**src/rtl/alu_rs_param_pkg.sv**
```systemverilog
// Shared definitions for the ALU reservation station: opcode encodings,
// the reserved NONE tag and opcode-class helpers.
package alu_rs_param_pkg;

    localparam int ALU_OP_W = 5;
    localparam int TAG_NONE = 0;

    typedef enum logic [ALU_OP_W-1:0] {
        OP_ADD   = 5'd0,
        OP_SUB   = 5'd1,
        OP_SLL   = 5'd2,
        OP_SLT   = 5'd3,
        OP_SLTU  = 5'd4,
        OP_XOR   = 5'd5,
        OP_SRL   = 5'd6,
        OP_SRA   = 5'd7,
        OP_OR    = 5'd8,
        OP_AND   = 5'd9,
        OP_LUI   = 5'd10,
        OP_AUIPC = 5'd11,
        OP_JAL   = 5'd12,
        OP_JALR  = 5'd13,
        OP_BEQ   = 5'd14,
        OP_BNE   = 5'd15,
        OP_BLT   = 5'd16,
        OP_BGE   = 5'd17,
        OP_BLTU  = 5'd18,
        OP_BGEU  = 5'd19
    } alu_op_e;

    // Ops whose first operand is the PC or nothing, so rs1 is never waited on.
    function automatic logic no_rs1(input logic [ALU_OP_W-1:0] op);
        return (op == OP_JAL) || (op == OP_AUIPC) || (op == OP_LUI);
    endfunction

endpackage

```
**src/rtl/alu_rs_param_alu.sv**
```systemverilog
// Combinational ALU on the reservation-station issue path: arithmetic/logic
// result, branch condition as 0/1, link address and JALR target.
module alu_rs_param_alu
    import alu_rs_param_pkg::*;
#(
    parameter int XLEN = 32,
    parameter int OP_W = 5
) (
    input  logic [OP_W-1:0] op,
    input  logic [XLEN-1:0] addr,
    input  logic [XLEN-1:0] vj,
    input  logic [XLEN-1:0] vk,
    output logic [XLEN-1:0] result,
    output logic            jalr,
    output logic [XLEN-1:0] target
);

    localparam int SH_W = $clog2(XLEN);

    logic [SH_W-1:0] shamt;
    logic [XLEN-1:0] sum;

    assign shamt  = vk[SH_W-1:0];
    assign sum    = vj + vk;
    assign target = {sum[XLEN-1:1], 1'b0};

    always_comb begin
        result = '0;
        jalr   = 1'b0;
        case (op)
            OP_W'(OP_ADD):   result = sum;
            OP_W'(OP_SUB):   result = vj - vk;
            OP_W'(OP_SLL):   result = vj << shamt;
            OP_W'(OP_SLT):   result = XLEN'($signed(vj) < $signed(vk));
            OP_W'(OP_SLTU):  result = XLEN'(vj < vk);
            OP_W'(OP_XOR):   result = vj ^ vk;
            OP_W'(OP_SRL):   result = vj >> shamt;
            OP_W'(OP_SRA):   result = $unsigned($signed(vj) >>> shamt);
            OP_W'(OP_OR):    result = vj | vk;
            OP_W'(OP_AND):   result = vj & vk;
            OP_W'(OP_LUI):   result = vk;
            OP_W'(OP_AUIPC): result = addr + vk;
            OP_W'(OP_JAL):   result = addr + XLEN'(4);
            OP_W'(OP_JALR): begin
                result = addr + XLEN'(4);
                jalr   = 1'b1;
            end
            OP_W'(OP_BEQ):   result = XLEN'(vj == vk);
            OP_W'(OP_BNE):   result = XLEN'(vj != vk);
            OP_W'(OP_BLT):   result = XLEN'($signed(vj) < $signed(vk));
            OP_W'(OP_BGE):   result = XLEN'($signed(vj) >= $signed(vk));
            OP_W'(OP_BLTU):  result = XLEN'(vj < vk);
            OP_W'(OP_BGEU):  result = XLEN'(vj >= vk);
            default:         result = '0;
        endcase
    end

endmodule

```
**src/rtl/alu_rs_param.sv**
```systemverilog
// ALU reservation station: holds ALU ops until operands resolve, issues the
// oldest ready entry each cycle and registers the ALU result for ROB/CDB.
module alu_rs_param
    import alu_rs_param_pkg::*;
#(
    parameter int DEPTH    = 4,
    parameter int XLEN     = 32,
    parameter int TAG_W    = 4,
    parameter int OP_W     = 5,
    parameter int TAG_BASE = 1
) (
    input  logic             clk_in,
    input  logic             rst_in,
    input  logic             rdy_in,
    input  logic             flush,
    input  logic             disp_valid,
    output logic             disp_ready,
    input  logic [OP_W-1:0]  disp_op,
    input  logic [XLEN-1:0]  disp_addr,
    input  logic [XLEN-1:0]  disp_imm,
    input  logic             disp_use_imm,
    input  logic [XLEN-1:0]  disp_vj,
    input  logic [XLEN-1:0]  disp_vk,
    input  logic [TAG_W-1:0] disp_qj,
    input  logic [TAG_W-1:0] disp_qk,
    output logic [TAG_W-1:0] disp_tag,
    input  logic             cdb_active,
    input  logic [TAG_W-1:0] cdb_tag,
    input  logic [XLEN-1:0]  cdb_val,
    output logic             res_valid,
    output logic [TAG_W-1:0] res_tag,
    output logic [XLEN-1:0]  res_val,
    output logic             res_jalr,
    output logic [XLEN-1:0]  res_jalr_addr
);

    localparam int IDX_W = $clog2(DEPTH);
    localparam logic [TAG_W-1:0] NONE = TAG_W'(TAG_NONE);

    function automatic logic hit(input logic [TAG_W-1:0] q, input logic act,
                                 input logic [TAG_W-1:0] tag);
        return act && (q != NONE) && (q == tag);
    endfunction

    logic [DEPTH-1:0]              ent_busy;
    logic [OP_W-1:0]               ent_op   [DEPTH];
    logic [XLEN-1:0]               ent_addr [DEPTH];
    logic [XLEN-1:0]               ent_vj   [DEPTH];
    logic [XLEN-1:0]               ent_vk   [DEPTH];
    logic [TAG_W-1:0]              ent_qj   [DEPTH];
    logic [TAG_W-1:0]              ent_qk   [DEPTH];
    logic [DEPTH-1:0][DEPTH-1:0]   ent_age;
    logic [DEPTH-1:0][DEPTH-1:0]   age_next;

    logic [IDX_W-1:0] free_idx;
    logic             free_found;
    logic             disp_fire;
    logic [XLEN-1:0]  d_vj, d_vk;
    logic [TAG_W-1:0] d_qj, d_qk;

    logic [DEPTH-1:0] ready;
    logic             oldest;
    logic [IDX_W-1:0] sel_idx;
    logic             sel_valid;
    logic [XLEN-1:0]  iss_vj, iss_vk;
    logic [XLEN-1:0]  alu_result, alu_target;
    logic             alu_jalr;

    always_comb begin
        free_idx   = '0;
        free_found = 1'b0;
        for (int unsigned i = 0; i < DEPTH; i++) begin
            if (!ent_busy[i] && !free_found) begin
                free_idx   = IDX_W'(i);
                free_found = 1'b1;
            end
        end
    end

    assign disp_ready = free_found;
    assign disp_tag   = free_found ? TAG_W'(TAG_BASE) + TAG_W'(free_idx) : NONE;
    assign disp_fire  = disp_valid && free_found;

    always_comb begin
        d_qj = no_rs1(ALU_OP_W'(disp_op)) ? NONE : disp_qj;
        d_vj = disp_vj;
        if (hit(d_qj, cdb_active, cdb_tag)) begin
            d_vj = cdb_val;
            d_qj = NONE;
        end else if (hit(d_qj, res_valid, res_tag)) begin
            d_vj = res_val;
            d_qj = NONE;
        end
        d_qk = disp_use_imm ? NONE : disp_qk;
        d_vk = disp_use_imm ? disp_imm : disp_vk;
        if (hit(d_qk, cdb_active, cdb_tag)) begin
            d_vk = cdb_val;
            d_qk = NONE;
        end else if (hit(d_qk, res_valid, res_tag)) begin
            d_vk = res_val;
            d_qk = NONE;
        end
    end

    // A tag matching the live result counts as resolved, so dependants issue
    // in the same cycle with res_val forwarded straight into the ALU.
    always_comb begin
        for (int unsigned i = 0; i < DEPTH; i++) begin
            ready[i] = ent_busy[i]
                    && (ent_qj[i] == NONE || hit(ent_qj[i], res_valid, res_tag))
                    && (ent_qk[i] == NONE || hit(ent_qk[i], res_valid, res_tag));
        end
        oldest    = 1'b0;
        sel_idx   = '0;
        sel_valid = 1'b0;
        for (int unsigned i = 0; i < DEPTH; i++) begin
            oldest = ready[i];
            for (int unsigned j = 0; j < DEPTH; j++) begin
                if (j != i && ready[j] && !ent_age[i][j])
                    oldest = 1'b0;
            end
            if (oldest && !sel_valid) begin
                sel_idx   = IDX_W'(i);
                sel_valid = 1'b1;
            end
        end
        iss_vj = (ent_qj[sel_idx] == NONE) ? ent_vj[sel_idx] : res_val;
        iss_vk = (ent_qk[sel_idx] == NONE) ? ent_vk[sel_idx] : res_val;
    end

    always_comb begin
        age_next = ent_age;
        if (disp_fire) begin
            age_next[free_idx] = '0;
            for (int unsigned j = 0; j < DEPTH; j++)
                age_next[j][free_idx] = ent_busy[j];
        end
        if (sel_valid) begin
            age_next[sel_idx] = '0;
            for (int unsigned j = 0; j < DEPTH; j++)
                age_next[j][sel_idx] = 1'b0;
        end
    end

    alu_rs_param_alu #(
        .XLEN (XLEN),
        .OP_W (OP_W)
    ) u_alu (
        .op     (ent_op[sel_idx]),
        .addr   (ent_addr[sel_idx]),
        .vj     (iss_vj),
        .vk     (iss_vk),
        .result (alu_result),
        .jalr   (alu_jalr),
        .target (alu_target)
    );

    always_ff @(posedge clk_in) begin
        if (rst_in) begin
            ent_busy      <= '0;
            ent_age       <= '0;
            res_valid     <= 1'b0;
            res_jalr      <= 1'b0;
            res_tag       <= NONE;
            res_val       <= '0;
            res_jalr_addr <= '0;
        end else if (rdy_in) begin
            if (flush) begin
                ent_busy  <= '0;
                ent_age   <= '0;
                res_valid <= 1'b0;
                res_jalr  <= 1'b0;
            end else begin
                for (int unsigned i = 0; i < DEPTH; i++) begin
                    if (hit(ent_qj[i], cdb_active, cdb_tag)) begin
                        ent_vj[i] <= cdb_val;
                        ent_qj[i] <= NONE;
                    end else if (hit(ent_qj[i], res_valid, res_tag)) begin
                        ent_vj[i] <= res_val;
                        ent_qj[i] <= NONE;
                    end
                    if (hit(ent_qk[i], cdb_active, cdb_tag)) begin
                        ent_vk[i] <= cdb_val;
                        ent_qk[i] <= NONE;
                    end else if (hit(ent_qk[i], res_valid, res_tag)) begin
                        ent_vk[i] <= res_val;
                        ent_qk[i] <= NONE;
                    end
                end
                if (sel_valid)
                    ent_busy[sel_idx] <= 1'b0;
                if (disp_fire) begin
                    ent_busy[free_idx] <= 1'b1;
                    ent_op[free_idx]   <= disp_op;
                    ent_addr[free_idx] <= disp_addr;
                    ent_vj[free_idx]   <= d_vj;
                    ent_vk[free_idx]   <= d_vk;
                    ent_qj[free_idx]   <= d_qj;
                    ent_qk[free_idx]   <= d_qk;
                end
                ent_age   <= age_next;
                res_valid <= sel_valid;
                res_jalr  <= sel_valid && alu_jalr;
                if (sel_valid) begin
                    res_tag       <= TAG_W'(TAG_BASE) + TAG_W'(sel_idx);
                    res_val       <= alu_result;
                    res_jalr_addr <= alu_target;
                end
            end
        end
    end

endmodule

```
**config.mk**
```make
export PLATFORM = sky130hd
export DESIGN_NAME = alu_rs_param
export DESIGN_NICKNAME = d
export VERILOG_FILES = /design/src/rtl/alu_rs_param_pkg.sv /design/src/rtl/alu_rs_param_alu.sv /design/src/rtl/alu_rs_param.sv
export SDC_FILE = /design/constraint.sdc
export NUM_CORES = 2
export LEC_CHECK = 0
export ABC_AREA = 0
export BUFFER_PORTS_ARGS = -buffer_cell sky130_fd_sc_hd__buf_2
export CELL_PAD_IN_SITES_DETAIL_PLACEMENT = 0
export CELL_PAD_IN_SITES_GLOBAL_PLACEMENT = 1
export CORE_MARGIN = 3
export CORE_UTILIZATION = 31
export DETAILED_ROUTE_END_ITERATION = 12
export PLACE_DENSITY = 0.67
export SLEW_MARGIN = 0
export SYNTH_ARGS = -nofsm -noshare
export SYNTH_HDL_FRONTEND = slang
export SYNTH_HIERARCHICAL = 1
export SYNTH_SLANG_ARGS = --single-unit
```
**constraint.sdc**
```tcl
create_clock -name clk_in -period 18.7 [get_ports clk_in]
set_clock_uncertainty 0.2 [all_clocks]
set_input_delay 0.935 -clock clk_in [delete_from_list [all_inputs] [get_ports clk_in]]
set_output_delay 0.935 -clock clk_in [all_outputs]
set_load 0.02 [all_outputs]
```
==> qor.txt <==
Status -> finished, final reports clean
CTS tree -> done
Final setup viols -> 0
Synth Flop Type -> edfxtp_1
Cell chain of the critical path -> xor2_1 > o41ai_2 > nand4bb_1 > and4b_1 > nor3_4 > buf_4 > buf_4 > a22oi_1 > o21ai_0 > mux2_4 > inv_1 > ha_1 > nor2_1 > o211ai_1 > a211o_1 > a211oi_1 > nor3_1 > o21ai_0 > o22ai_1 > a221oi_1 > o21ai_0 > nand2_1 > a21oi_1
Final setup TNS -> 0 ps
Total track usage -> 0.2404
Routed vias -> 36790
Top delay family on crit path -> compound AO/OA/AOI/OAI gates
H-tree depth -> 2
Worst-path maximum fanout -> 53
Drt pass-1 iters -> 6
Place WS -> 9826 ps
CP Buf/Inv Count -> 3
RSZ-0062 raised after global routing -> no
Width of the die -> 366.9 um
Row count -> 131
Ys Warns -> 6
Largest net degree at the start of global routing -> 94
Slowest library cell on the worst path -> dfxtp_1
CP Data Arrival Time -> 9380 ps
Most frequent CP cell -> o21ai_0
Worst hold slack -> 250.4 ps
Hold WC Path Type -> flip-flop to flip-flop
Setup ws final -> 9618 ps
Synth-to-layout area growth -> 11.54%
Hold Violations, Final -> 0
Pins over their slew limit -> 0
CP startpoint kind -> flip-flop
CTS Buffer Depth -> 3
Initial DRC Count -> 3883
Initial core utilization -> 0.3143
Share of cells above drive strength 1 -> 0.1475
Async set-reset flop share out of synthesis -> 0
Number of global-route vias before repair -> 34450
Worst Setup End Kind -> flip-flop
Worst Path Required -> 19000 ps
Peak supply drop -> 0.07299 mV
Antenna violations before repair -> 9
Seq cells post-synth -> 521
Fmax -> 110.1 MHz
Final nets -> 4906
Yosys cell types -> 100
Chip height -> 366.9 um
CTS Hold Bufs -> 0
Crit path kind -> flip-flop to flip-flop
Syn avg cell area -> 8.788 um2
Post-Layout Cell Count -> 6373
Vias/cell -> 5.773
PwrDens -> 59.82 mW/mm2
Post-synthesis instance area -> 0.04039 mm2
CP startpoint -> res_tag[2]
Lkg Pwr -> 16.00 nW
DP HPWL -> 117800 um
Fill count -> 13330
Die area -> 0.1346 mm2
ANT nets after route -> 0
Post-CTS Setup Repair Bufs -> 0
Post_cts resized -> 0
HP Start -> res_jalr_addr[3]
Worst-path clk slew -> 80 ps
EDFF count, synth -> 436
Crit-path max cell delay -> 950 ps
Root buffer cell -> clkbuf_16
Core area -> 0.1285 mm2
Worst slew pin tran -> 1158 ps
Max-cap viol count -> 0
First-pass GRT wire length -> 245000 um
# placed instances -> 6252
Post-route DRC -> 0
I/O Buffers -> 256
CTS buffer count -> 61
Synth Instances -> 4596
Min Tclk post-route -> 9082 ps
Grt total ovfl -> 0
Util after Layout -> 0.3506
Worst skew pair latency -> 710 ps
Detailed-route wire length per cell -> 26.50 um
CTS Sinks -> 521
I/O pin count -> 259
Worst R2R Start -> res_tag[2]
Final RePlAce weighted congestion -> 0.9948
Sequential area share after synthesis -> 0.3663
Post-Route WL -> 168900 um
Worst slew margin -> 0.2199
Fin crit share -> 0.4856
-- synthesized netlist by cell type (11+ instances only) --
| cell | instances | share of area |
|---|---|---|
| a221oi_1 | 26 | 0.0056 |
| nand4_1 | 26 | 0.0040 |
| or2_2 | 11 | 0.0017 |
| mux4_2 | 54 | 0.030 |
| ha_1 | 133 | 0.041 |
| a211o_1 | 19 | 0.0041 |
| mux2_4 | 30 | 0.011 |
| edfxtp_1 | 436 | 0.32 |
| nor3_1 | 126 | 0.016 |
| mux2i_1 | 314 | 0.078 |
| dfxtp_1 | 85 | 0.042 |
| a211oi_1 | 28 | 0.0052 |
| nand3_1 | 57 | 0.0071 |
| a21oi_1 | 471 | 0.058 |
| buf_2 | 45 | 0.0056 |
| a21o_1 | 31 | 0.0058 |
| inv_1 | 133 | 0.012 |
| a221o_1 | 14 | 0.0035 |
| a22oi_1 | 133 | 0.025 |
| buf_1 | 42 | 0.0039 |
| o31ai_1 | 14 | 0.0026 |
| a31oi_1 | 12 | 0.0019 |
| and2_1 | 12 | 0.0019 |
| o221ai_1 | 22 | 0.0048 |
| or3_1 | 11 | 0.0017 |
| clkbuf_1 | 318 | 0.030 |
| o211ai_1 | 31 | 0.0058 |
| nor2_1 | 489 | 0.045 |
| and3_1 | 27 | 0.0042 |
| o22ai_1 | 21 | 0.0033 |
| o21ai_1 | 24 | 0.0030 |
| mux2_2 | 76 | 0.021 |
| nand2_1 | 456 | 0.042 |
| o21ai_0 | 431 | 0.053 |
| xnor2_1 | 83 | 0.018 |
| or4_1 | 19 | 0.0035 |
| nor4_1 | 37 | 0.0057 |
| nand2b_1 | 28 | 0.0043 |
| xor2_1 | 78 | 0.017 |
| nor2b_1 | 17 | 0.0026 |
-- layer usage --
metal	GRT usage	vias up	wire, um
met5	0	-	25
met1	0.3481	17970	76530
met2	0.3727	1711	75050
li1	-	16880	-
met4	0.06340	4	4145
met3	0.03557	228	13140
-- state kept, by name, summed over array words and instances (netlist names) --
register / flops
ent_busy: 4
res_jalr: 1
res_valid: 1
ent_qj: 16
ent_addr: 128
ent_age: 12
ent_vj: 128
res_jalr_addr: 32
ent_vk: 128
res_val: 32
ent_qk: 16
res_tag: 3
ent_op: 20
-- path summary, 6_finish.rpt --
check,depth (start not counted),endpoint,slack (ps)
max,23,res_val[23],9620
min,2,res_jalr_addr[3],250
max reg2reg,23,res_val[23],9620
min reg2reg,2,res_jalr_addr[3],250
-- layout by cell type (no fill, tap or decap), drive strengths merged, types with 19 or more instances in the layout --
master  count
a221oi     27
nor4       46
a21o       31
nor3      127
mux4       54
a21oi     472
nand3      57
mux2i     314
mux2      106
o22ai      21
o211ai     32
and3       27
clkbuf     71
nand2b     28
ha        133
inv       138
buf       347
clkinv     29
or4        20
a22oi     133
a211o      19
dfxtp      85
a211oi     29
o21ai     455
o221ai     24
nand2     456
xor2       80
nand4      26
nor2      490
edfxtp    436
xnor2      83
-- worst register-to-register path, stage by stage (launching register included) --
cell and delay, ps:
dfxtp_1 950, xor2_1 250, o41ai_2 590, nand4bb_1 280, and4b_1 400, nor3_4 190, buf_4 530, buf_4 620
a22oi_1 130, o21ai_0 110, mux2_4 610, inv_1 550, ha_1 550, nor2_1 340, o211ai_1 240, a211o_1 410
a211oi_1 410, nor3_1 240, o21ai_0 550, o22ai_1 170, a221oi_1 290, o21ai_0 120, nand2_1 70, a21oi_1 60
-- power breakdown --
group          internal [mW]  total [mW]  switching (mW)
combinational         0.0741       0.207           0.133
clock                  0.687        1.22           0.535
sequential              1.26        1.27         0.00209
-- metrics by stage --
step / cell area [um2] / total power, mW
2_1_floorplan: 40390 / 1.417
3_3_place_gp: 43010 / 1.492
3_5_place_dp: 43010 / 1.494
4_1_cts: 45030 / 2.715
5_1_grt: 45030 / 2.779
6_report: 45050 / 2.695
-- cells by family (layout without fill, tap and decap cells) --
| group | count (synthesis) | after routing | share of synthesized area |
|---|---|---|---|
| AO/OA/AOI/OAI | 1385 | 1385 | 0.2084 |
| XOR/XNOR | 163 | 163 | 0.03572 |
| adder cells (fa/ha/maj) | 136 | 136 | 0.04269 |
| buffers and inverters | 554 | 595 | 0.05480 |
| flip-flops | 521 | 521 | 0.3663 |
| multiplexers | 474 | 474 | 0.1403 |
| other | 2 | 9 | 0.0001859 |
| AND/OR/NAND/NOR | 1361 | 1361 | 0.1516 |
-- final cells by class --
type,count,area [um2],area share
repair buffers,347,1967,0.04366
flip-flops and latches,521,14790,0.3284
well taps,1729,2163,0.04802
clock inverters,44,427.9,0.009499
diodes,6,15.01,0.0003333
multi-input cells,3522,23580,0.5235
inverters,133,504.2,0.01119
clock buffers,71,1595,0.03541
Note: power is estimated with default switching activity, not from simulation.
